--- config.mk ---
export PLATFORM = sky130hd
export DESIGN_NAME = mem_arbiter_flat
export DESIGN_NICKNAME = d
export VERILOG_FILES = /design/src/rtl/mem_arbiter_if.sv /design/src/rtl/mem_arbiter.sv /design/src/flat_wrapper.sv
export SDC_FILE = /design/constraint.sdc
export NUM_CORES = 1
export LEC_CHECK = 0
export BUFFER_PORTS_ARGS = -buffer_cell sky130_fd_sc_hd__buf_4
export CELL_PAD_IN_SITES_DETAIL_PLACEMENT = 2
export CELL_PAD_IN_SITES_GLOBAL_PLACEMENT = 2
export CORE_UTILIZATION = 26
export DETAILED_ROUTE_END_ITERATION = 7
export PLACE_DENSITY = 0.87
export SYNTH_ARGS = -nofsm -noshare
export SYNTH_HDL_FRONTEND = slang
export SYNTH_SLANG_ARGS = --single-unit
--- constraint.sdc ---
create_clock -name clk -period 2.3 [get_ports clk]
set_clock_uncertainty 0.15 [all_clocks]
set_input_delay 0.46 -clock clk [delete_from_list [all_inputs] [get_ports clk]]
set_output_delay 0.46 -clock clk [all_outputs]
set_load 0.02 [all_outputs]
--- src/rtl/mem_arbiter_if.sv ---
// mem_arbiter_if: instruction/data requester ports and memory bus of the arbiter
interface mem_arbiter_if #(parameter int WORD = 16);
  logic i_req;
  logic [WORD-1:0] i_addr;
  logic i_ready;
  logic [WORD-1:0] i_rdata;
  logic d_req;
  logic d_we;
  logic [WORD-1:0] d_addr;
  logic [WORD-1:0] d_wdata;
  logic d_ready;
  logic [WORD-1:0] d_rdata;
  logic mem_read;
  logic mem_write;
  logic [WORD-1:0] mem_addr;
  logic [WORD-1:0] mem_wdata;
  logic [WORD-1:0] mem_rdata;
  modport master (
    output i_req, i_addr, d_req, d_we, d_addr, d_wdata, mem_rdata,
    input  i_ready, i_rdata, d_ready, d_rdata, mem_read, mem_write, mem_addr, mem_wdata
  );
  modport slave (
    input  i_req, i_addr, d_req, d_we, d_addr, d_wdata, mem_rdata,
    output i_ready, i_rdata, d_ready, d_rdata, mem_read, mem_write, mem_addr, mem_wdata
  );
endinterface

--- src/rtl/mem_arbiter.sv ---
// mem_arbiter: round-robin arbiter sharing one fixed-latency memory between fetch and data ports
module mem_arbiter #(
  parameter int LATENCY = 4,
  parameter int WORD = 16
) (
  input logic clk,
  input logic reset,
  mem_arbiter_if.slave bus
);
  typedef enum logic [1:0] {IDLE, BUSY, DONE} state_t;
  localparam logic [3:0] LAST = 4'(LATENCY - 1);
  state_t state, state_nx;
  logic [3:0] cnt;
  logic owner, last_owner, we_q, grant_d, any_req, wr;
  logic [WORD-1:0] addr_q, wdata_q, i_rdata_q, d_rdata_q;
  // next state and round-robin winner (owner/last_owner: 1 = data port)
  always_comb begin
    any_req = bus.i_req || bus.d_req;
    grant_d = bus.d_req && (!bus.i_req || !last_owner);
    wr = owner && we_q;
    state_nx = state;
    if (state == IDLE) state_nx = any_req ? BUSY : IDLE;
    else if (state == BUSY) state_nx = cnt == LAST ? DONE : BUSY;
    else state_nx = IDLE;
  end
  // state register and access-length counter
  always_ff @(posedge clk) begin
    if (reset) begin
      state <= IDLE;
      cnt <= 4'd0;
    end else begin
      state <= state_nx;
      cnt <= state == BUSY ? cnt + 4'd1 : 4'd0;
    end
  end
  // grant latches and read-data capture
  always_ff @(posedge clk) begin
    if (reset) begin
      owner <= 1'b0;
      last_owner <= 1'b0;
      we_q <= 1'b0;
      addr_q <= '0;
      wdata_q <= '0;
      i_rdata_q <= '0;
      d_rdata_q <= '0;
    end else begin
      if (state == IDLE && any_req) begin
        owner <= grant_d;
        last_owner <= grant_d;
        addr_q <= grant_d ? bus.d_addr : bus.i_addr;
        if (grant_d) begin
          we_q <= bus.d_we;
          wdata_q <= bus.d_wdata;
        end
      end
      if (state == BUSY && cnt == LAST && !wr) begin
        if (owner) d_rdata_q <= bus.mem_rdata;
        else i_rdata_q <= bus.mem_rdata;
      end
    end
  end
  assign bus.mem_read = state == BUSY && !wr;
  assign bus.mem_write = state == BUSY && wr;
  assign bus.mem_addr = addr_q;
  assign bus.mem_wdata = wdata_q;
  assign bus.i_ready = state == DONE && !owner;
  assign bus.d_ready = state == DONE && owner;
  assign bus.i_rdata = i_rdata_q;
  assign bus.d_rdata = d_rdata_q;
endmodule

--- src/flat_wrapper.sv ---
// flat-port wrapper written by rule: the top's interface ports become plain ports
module mem_arbiter_flat 
#(
  parameter int LATENCY = 4,
  parameter int WORD = 16
)
  (clk, reset, bus_i_req, bus_i_addr, bus_d_req, bus_d_we, bus_d_addr, bus_d_wdata, bus_mem_rdata, bus_i_ready, bus_i_rdata, bus_d_ready, bus_d_rdata, bus_mem_read, bus_mem_write, bus_mem_addr, bus_mem_wdata);
  mem_arbiter_if #(.WORD(WORD)) bus_i ();
  input logic clk;
  input logic reset;
  input wire logic [$bits(bus_i.i_req)-1:0] bus_i_req;
  input wire logic [$bits(bus_i.i_addr)-1:0] bus_i_addr;
  input wire logic [$bits(bus_i.d_req)-1:0] bus_d_req;
  input wire logic [$bits(bus_i.d_we)-1:0] bus_d_we;
  input wire logic [$bits(bus_i.d_addr)-1:0] bus_d_addr;
  input wire logic [$bits(bus_i.d_wdata)-1:0] bus_d_wdata;
  input wire logic [$bits(bus_i.mem_rdata)-1:0] bus_mem_rdata;
  output wire logic [$bits(bus_i.i_ready)-1:0] bus_i_ready;
  output wire logic [$bits(bus_i.i_rdata)-1:0] bus_i_rdata;
  output wire logic [$bits(bus_i.d_ready)-1:0] bus_d_ready;
  output wire logic [$bits(bus_i.d_rdata)-1:0] bus_d_rdata;
  output wire logic [$bits(bus_i.mem_read)-1:0] bus_mem_read;
  output wire logic [$bits(bus_i.mem_write)-1:0] bus_mem_write;
  output wire logic [$bits(bus_i.mem_addr)-1:0] bus_mem_addr;
  output wire logic [$bits(bus_i.mem_wdata)-1:0] bus_mem_wdata;
  assign bus_i.i_req = bus_i_req;
  assign bus_i.i_addr = bus_i_addr;
  assign bus_i.d_req = bus_d_req;
  assign bus_i.d_we = bus_d_we;
  assign bus_i.d_addr = bus_d_addr;
  assign bus_i.d_wdata = bus_d_wdata;
  assign bus_i.mem_rdata = bus_mem_rdata;
  assign bus_i_ready = bus_i.i_ready;
  assign bus_i_rdata = bus_i.i_rdata;
  assign bus_d_ready = bus_i.d_ready;
  assign bus_d_rdata = bus_i.d_rdata;
  assign bus_mem_read = bus_i.mem_read;
  assign bus_mem_write = bus_i.mem_write;
  assign bus_mem_addr = bus_i.mem_addr;
  assign bus_mem_wdata = bus_i.mem_wdata;
  mem_arbiter #(.LATENCY(LATENCY), .WORD(WORD)) u_core (.clk(clk), .reset(reset), .bus(bus_i));
endmodule
==> impl_metrics.ini, run 1 <==
[routing]
totalWireLength_um = 10400
routed-via-count = 2882
dr.pass1.iters = 4
post-route-drc-count = 0
drt_iter0_drc = 67
avgViaCountPerCell = 4.81
wl_per_cell_um = 17.3
ant_nets = 0

[synth]
synth_simple_gate_area_share_pct = 21.0
yosys.area.top_type_share_pct = 48.1
synth_compound_area_share_pct = 14.3
synth-xor-area-share_pct = 0.585
synth_ff_type = dfxtp_1
yosysUniqueCellTypes = 29
synth_fa_ha_area_share_pct = 0.418
syn_avg_cell_area_sq_um = 9.13
synth-seq-cells = 72
synth_top_area_cell = dfxtp_1
async_flop_share_pct = 0
ys_seq_area_share_pct = 48.1
syn_inst = 328
synth_enable_flop_cells = 0
synth_nets = 398
syn_area_sq_um = 3000
ys_warn_count = 0
synth.area.top_cells = dfxtp_1 48%, mux2i_1 11%, nand2b_1 10%, a21oi_1 6.0%, a311oi_1 4.7%
muxShareOfSynthArea_pct = 10.7
synth_top_family_by_area = simple AND/OR/NAND/NOR gates

[clock_network]
clkSinkCount = 72
clk_pin_slew_ns = 0.06
cts_tree = built
clkLatencyLatePin_ns = 0.33
h-tree-depth = 3
postCtsHoldBufs = 0
clockRootBuffer = clkbuf_16
numCtsBuffers = 9
postCtsSetupBuffers = 0
cts_buffer_depth = 2

[placement]
portBuffers = 136
dp_hpwl_um = 7450
place.gp.congestion = 0.717
post-place-ws_ns = 0.0658

[pwr]
power.leakage_nw = 1.97
ir_drop_mv = 0.419
power_mw = 3.19
power-per-cell-area_nw_per_um2 = 721

[worst_setup_path]
crit_arrival_ns = 2.10
startpoint_type = flop
crit_path_max_fanout = 16
critPathRequiredTime_ns = 2.40
r2r_slack_ns = 0.30
critPathSlowestCell = or3b_1
regToRegEndpoint = u_core.bus.d_rdata[13]
end_kind = flop
crit_buf_inv = 1
reg2regPathDepth = 5
path_cells = ha_1, or3b_1, nor4b_2, buf_4, mux2i_1
crit_type = flop to flop
critPathTopFamily = simple AND/OR/NAND/NOR gates
cpPeakStageDelay_ns = 0.43
regToRegStartpoint = u_core.cnt[0]

[finish]
final_nets = 524
layout_common_cells = 142 x buf_4, 72 x dfxtp_1, 49 x nand2b_1
syn_to_final_growth_pct = 47.8
utilization_pct = 40.1
drive_gt1_share_pct = 35.9
diodes = 0
final_common_cell = buf_4

[global_routing]
globalRouteOverflowTotal = 0
grt_pass1_wl_um = 16300
antenna_found_initial = 0
grt_pass1_vias = 3192
grt.total_usage_pct = 18.0
grt_max_degree = 73

[floorplan]
initial_core_util_pct = 27.2
core_area_sq_um = 11000
die-area_sq_um = 12000
die_h_um = 109
num_rows = 38
die_w_um = 109
pin_count = 137

[worst_hold_path]
min_from = bus_d_wdata[10]
hold-path-endpoint = u_core.bus.mem_wdata[10]
worstHoldPathType = input pin to flop
worstHoldPathCells = 3

[sta]
final.min_clock_period_ns = 2.00
tns_ns = 0
finalMaxSlewViolations = 0
rsz0062_at_grt = false
worstMarginPinSlew_ns = 0.790
final_hold_viol_count = 0
max_slew_margin_pct = 47.3
fin_crit_sh_pct = 87.1
fmax_ghz = 0.499
fin_ws_ns = 0.297
setup_viol = 0

[status]
outcome = complete, no violations

[flow_run]
cap_violations = 0
## repair_timing
item / CTS / global route
endpoints found under the hold margin: 0 / 0
resized for setup: 0 / 1
setup endpoints to repair: 0 / 2
## synthesized netlist by cell type (2+ instances only)
cell type	number
buf_2	3
a21oi_1	36
nand3_1	18
buf_6	2
nor2_1	9
a311oi_1	16
dfxtp_1	72
o21ai_0	18
nand2b_1	49
or2_2	2
mux2i_1	32
nand2_1	35
clkbuf_1	20
## layer usage
| metal | vias up | part of all wire, % | global-route usage [%] |
|---|---|---|---|
| li1 | 1382 | - | - |
| met1 | 1398 | 41 | 20.2 |
| met2 | 94 | 51 | 32.6 |
| met3 | 8 | 6.8 | 4.62 |
| met4 | 0 | 1.3 | 6.38 |
| met5 | - | 0 | 0 |
## sequential cells by signal, summed over array words and instances, names as in the netlist
name                  flops
u_core.bus.d_rdata       16
u_core.last_owner         1
u_core.bus.i_rdata       16
u_core.state              2
u_core.cnt                4
u_core.we_q               1
u_core.bus.mem_wdata     16
u_core.bus.mem_addr      16
## area by class of cell
type / instances / area (sq um)
flip-flops and latches: 72 / 1440
clock inverters: 6 / 70.1
repair buffers: 143 / 1090
fillers: 1240 / 6600
multi-input cells: 227 / 1420
clock buffers: 10 / 229
well taps: 140 / 175
inverters: 1 / 3.75
## worst min-delay path, delay by kind of cell
| kind | cells | cell delay, ns |
|---|---|---|
| compound gates | 1 | 0.05 |
| buf+inv | 1 | 0.11 |
| simple gates | 1 | 0.05 |
## worst max-delay path by stage
stage | start | end | slack [ns] | depth (start not counted)
5_1_grt | u_core.cnt[0] | u_core.bus.d_rdata[2] | 0.17 | 5
4_1_cts | u_core.state[0] | u_core.bus.mem_addr[13] | 0.11 | 3
2_1_floorplan | u_core.cnt[0] | u_core.bus.d_rdata[10] | 0.42 | 6
6_report | u_core.cnt[0] | u_core.bus.d_rdata[13] | 0.30 | 5
3_3_place_gp | bus_i_req | u_core.bus.mem_addr[14] | 0.20 | 4
3_5_place_dp | bus_i_req | u_core.bus.mem_addr[12] | 0.07 | 4
## kinds of logic (layout without fill, tap and decap cells)
group	after synthesis	in the layout
buf+inv	29	160
compound gates	72	72
flops	72	72
fa+ha+maj	1	1
xor+xnor	2	2
simple gates	120	120
mux	32	32
## per-stage QoR
step | instances | area, sq um | hold WS [ns]
after floorplan | 328 | 3000 | 0.268
after global placement | 583 | 4130 | 0.279
after detailed placement | 583 | 4130 | 0.300
after CTS | 599 | 4420 | 0.235
after global routing | 599 | 4430 | 0.232
final | 599 | 4430 | 0.243
## power breakdown
part           internal, mW  leakage [nW]  switching, mW  total, mW
Clock                 0.843         0.135          0.544       1.39
Combinational         0.215          1.24          0.254      0.469
Sequential             1.30         0.587         0.0345       1.34
Total                  2.36          1.97          0.832       3.19
Note: power is estimated with default switching activity, not from simulation.
==> run 2: changes to the inputs <==
--- a/config.mk
+++ b/config.mk
@@ -8,9 +8,10 @@
 export BUFFER_PORTS_ARGS = -buffer_cell sky130_fd_sc_hd__buf_4
 export CELL_PAD_IN_SITES_DETAIL_PLACEMENT = 2
 export CELL_PAD_IN_SITES_GLOBAL_PLACEMENT = 2
-export CORE_UTILIZATION = 26
+export CORE_UTILIZATION = 23
+export CTS_BUF_LIST = sky130_fd_sc_hd__clkbuf_16
 export DETAILED_ROUTE_END_ITERATION = 7
-export PLACE_DENSITY = 0.87
+export PLACE_DENSITY = 0.82
 export SYNTH_ARGS = -nofsm -noshare
 export SYNTH_HDL_FRONTEND = slang
 export SYNTH_SLANG_ARGS = --single-unit
==> constraint.sdc (replaced) <==
create_clock -name clk -period 1.65 [get_ports clk]
set_clock_uncertainty 0.15 [all_clocks]
set_input_delay 0.33 -clock clk [delete_from_list [all_inputs] [get_ports clk]]
set_output_delay 0.33 -clock clk [all_outputs]
set_load 0.02 [all_outputs]
==> impl_metrics.ini, run 2 (synthesized netlist as in run 1, its figures left out) <==
[status]
outcome = complete, but fails checks
violations = setup timing

[routing]
wl_per_cell_um = 16.7
post-route-drc-count = 0
ant_nets = 0
routed-via-count = 2914
avgViaCountPerCell = 4.52
drt_iter0_drc = 97
totalWireLength_um = 10800
dr.pass1.iters = 4

[finish]
fillers = 1394
diodes = 0
layout_common_cells = 149 x buf_4, 66 x dfxtp_1, 48 x nand2b_1
drive_gt1_share_pct = 40.5
final_cell_count_no_fill = 644
syn_to_final_growth_pct = 59.0
final_common_cell = buf_4
stdcell_area_sq_um = 4760
final_nets = 537

[floorplan]
num_rows = 41
die-area_sq_um = 13500
die_h_um = 116
core_area_sq_um = 12700
die_w_um = 116
pin_count = 137
initial_core_util_pct = 23.6

[sta]
fmax_ghz = 0.530
final.min_clock_period_ns = 1.89
rsz0062_at_grt = true
finalMaxSlewViolations = 0
hold_slack_ns = 0.107
fin_crit_sh_pct = 114
max_slew_margin_pct = 67.4
setup_viol = 32
tns_ns = -4.97
final_hold_viol_count = 0
fin_ws_ns = -0.237
worstMarginPinSlew_ns = 0.488

[placement]
place.gp.congestion = 0.724
dp_hpwl_um = 7810
postPlaceCellArea_sq_um = 4320
dp_cells = 625
portBuffers = 136

[global_routing]
grt_max_degree = 58
globalRouteOverflowTotal = 0
antenna_found_initial = 0
grt_pass1_wl_um = 16500
grt.total_usage_pct = 16.2
grt_pass1_vias = 3174

[worst_hold_path]
min_from = bus_d_wdata[15]
worstHoldPathType = input pin to flop

[worst_setup_path]
crit_path_max_fanout = 8
startpoint = u_core.cnt[0]
regToRegStartpoint = u_core.cnt[0]
critPathSlowestCell = or3b_4
crit_arrival_ns = 1.95
cpPeakStageDelay_ns = 0.39
critPathRequiredTime_ns = 1.71
end_kind = flop
crit_type = flop to flop
path_cells = ha_4, or3b_4, or3_4, buf_12, mux2i_4
startpoint_type = flop

[pwr]
power-per-cell-area_nw_per_um2 = 1010
ir_drop_mv = 0.369
power_mw = 4.81
power.leakage_nw = 2.10

[clock_network]
clkLatencyLatePin_ns = 0.33
h-tree-depth = 3
postCtsHoldBufs = 0
clockRootBuffer = clkbuf_16
cts_buffer_depth = 2
cts_tree = built
clk_pin_slew_ns = 0.06
clkSinkCount = 72
numCtsBuffers = 9

[flow_run]
cap_violations = 0
run 2: critical path: cells and delay by family, from the launching register on:
| family | cells | cell delay (ns) |
|---|---|---|
| adders and majority gates | 1 | 0.14 |
| buffers and inverters | 1 | 0.17 |
| DFF | 1 | 0.35 |
| muxes | 1 | 0.18 |
| and+or+nand+nor | 2 | 0.78 |
run 2: cell type report:
class | count | area, sq um | share of cell area, %
multi-input cells | 227 | 1490 | 31.3
flip-flops and latches | 72 | 1450 | 30.5
clock buffers | 9 | 225 | 4.73
well taps | 172 | 215 | 4.52
clock inverters | 7 | 120 | 2.52
inverters | 1 | 3.75 | 0.0788
repair buffers | 156 | 1260 | 26.4
run 2: per-layer routing:
layer / up-vias / wire (um) / track usage, %
met5: - / 0 / 0
met2: 102 / 5350 / 28.8
li1: 1409 / - / -
met4: 0 / 130 / 4.62
met1: 1393 / 4510 / 18.7
met3: 10 / 761 / 5.19
run 2: per-stage QoR:
step                util, %  setup WS (ns)
floorplan                 -         -0.209
global placement       34.1         -0.179
detailed placement     34.1         -0.291
CTS                    37.3         -0.241
global route           37.6         -0.269
finish                 37.6         -0.237
run 2: what timing repair did:
item                                    4_1_cts  5_1_grt
pin swaps                                     2        0
setup buffers                                 1        1
cloned                                        1        0
endpoints found under the setup margin       37       35
resized for setup                             8        7
run 2: final timing paths:
check	cells past startpoint	endpoint	slack, ns
setup / recovery	5	u_core.bus.i_rdata[5]	-0.24
hold / removal	3	u_core.bus.mem_wdata[15]	0.11
hold reg to reg	2	u_core.bus.d_rdata[8]	0.33
setup reg to reg	5	u_core.bus.i_rdata[5]	-0.24
run 2: power by group:
group	leakage (nW)	switching [mW]	internal (mW)
logic	1.35	0.363	0.335
clock network	0.166	0.765	1.48
registers	0.590	0.0561	1.82
total	2.10	1.18	3.63
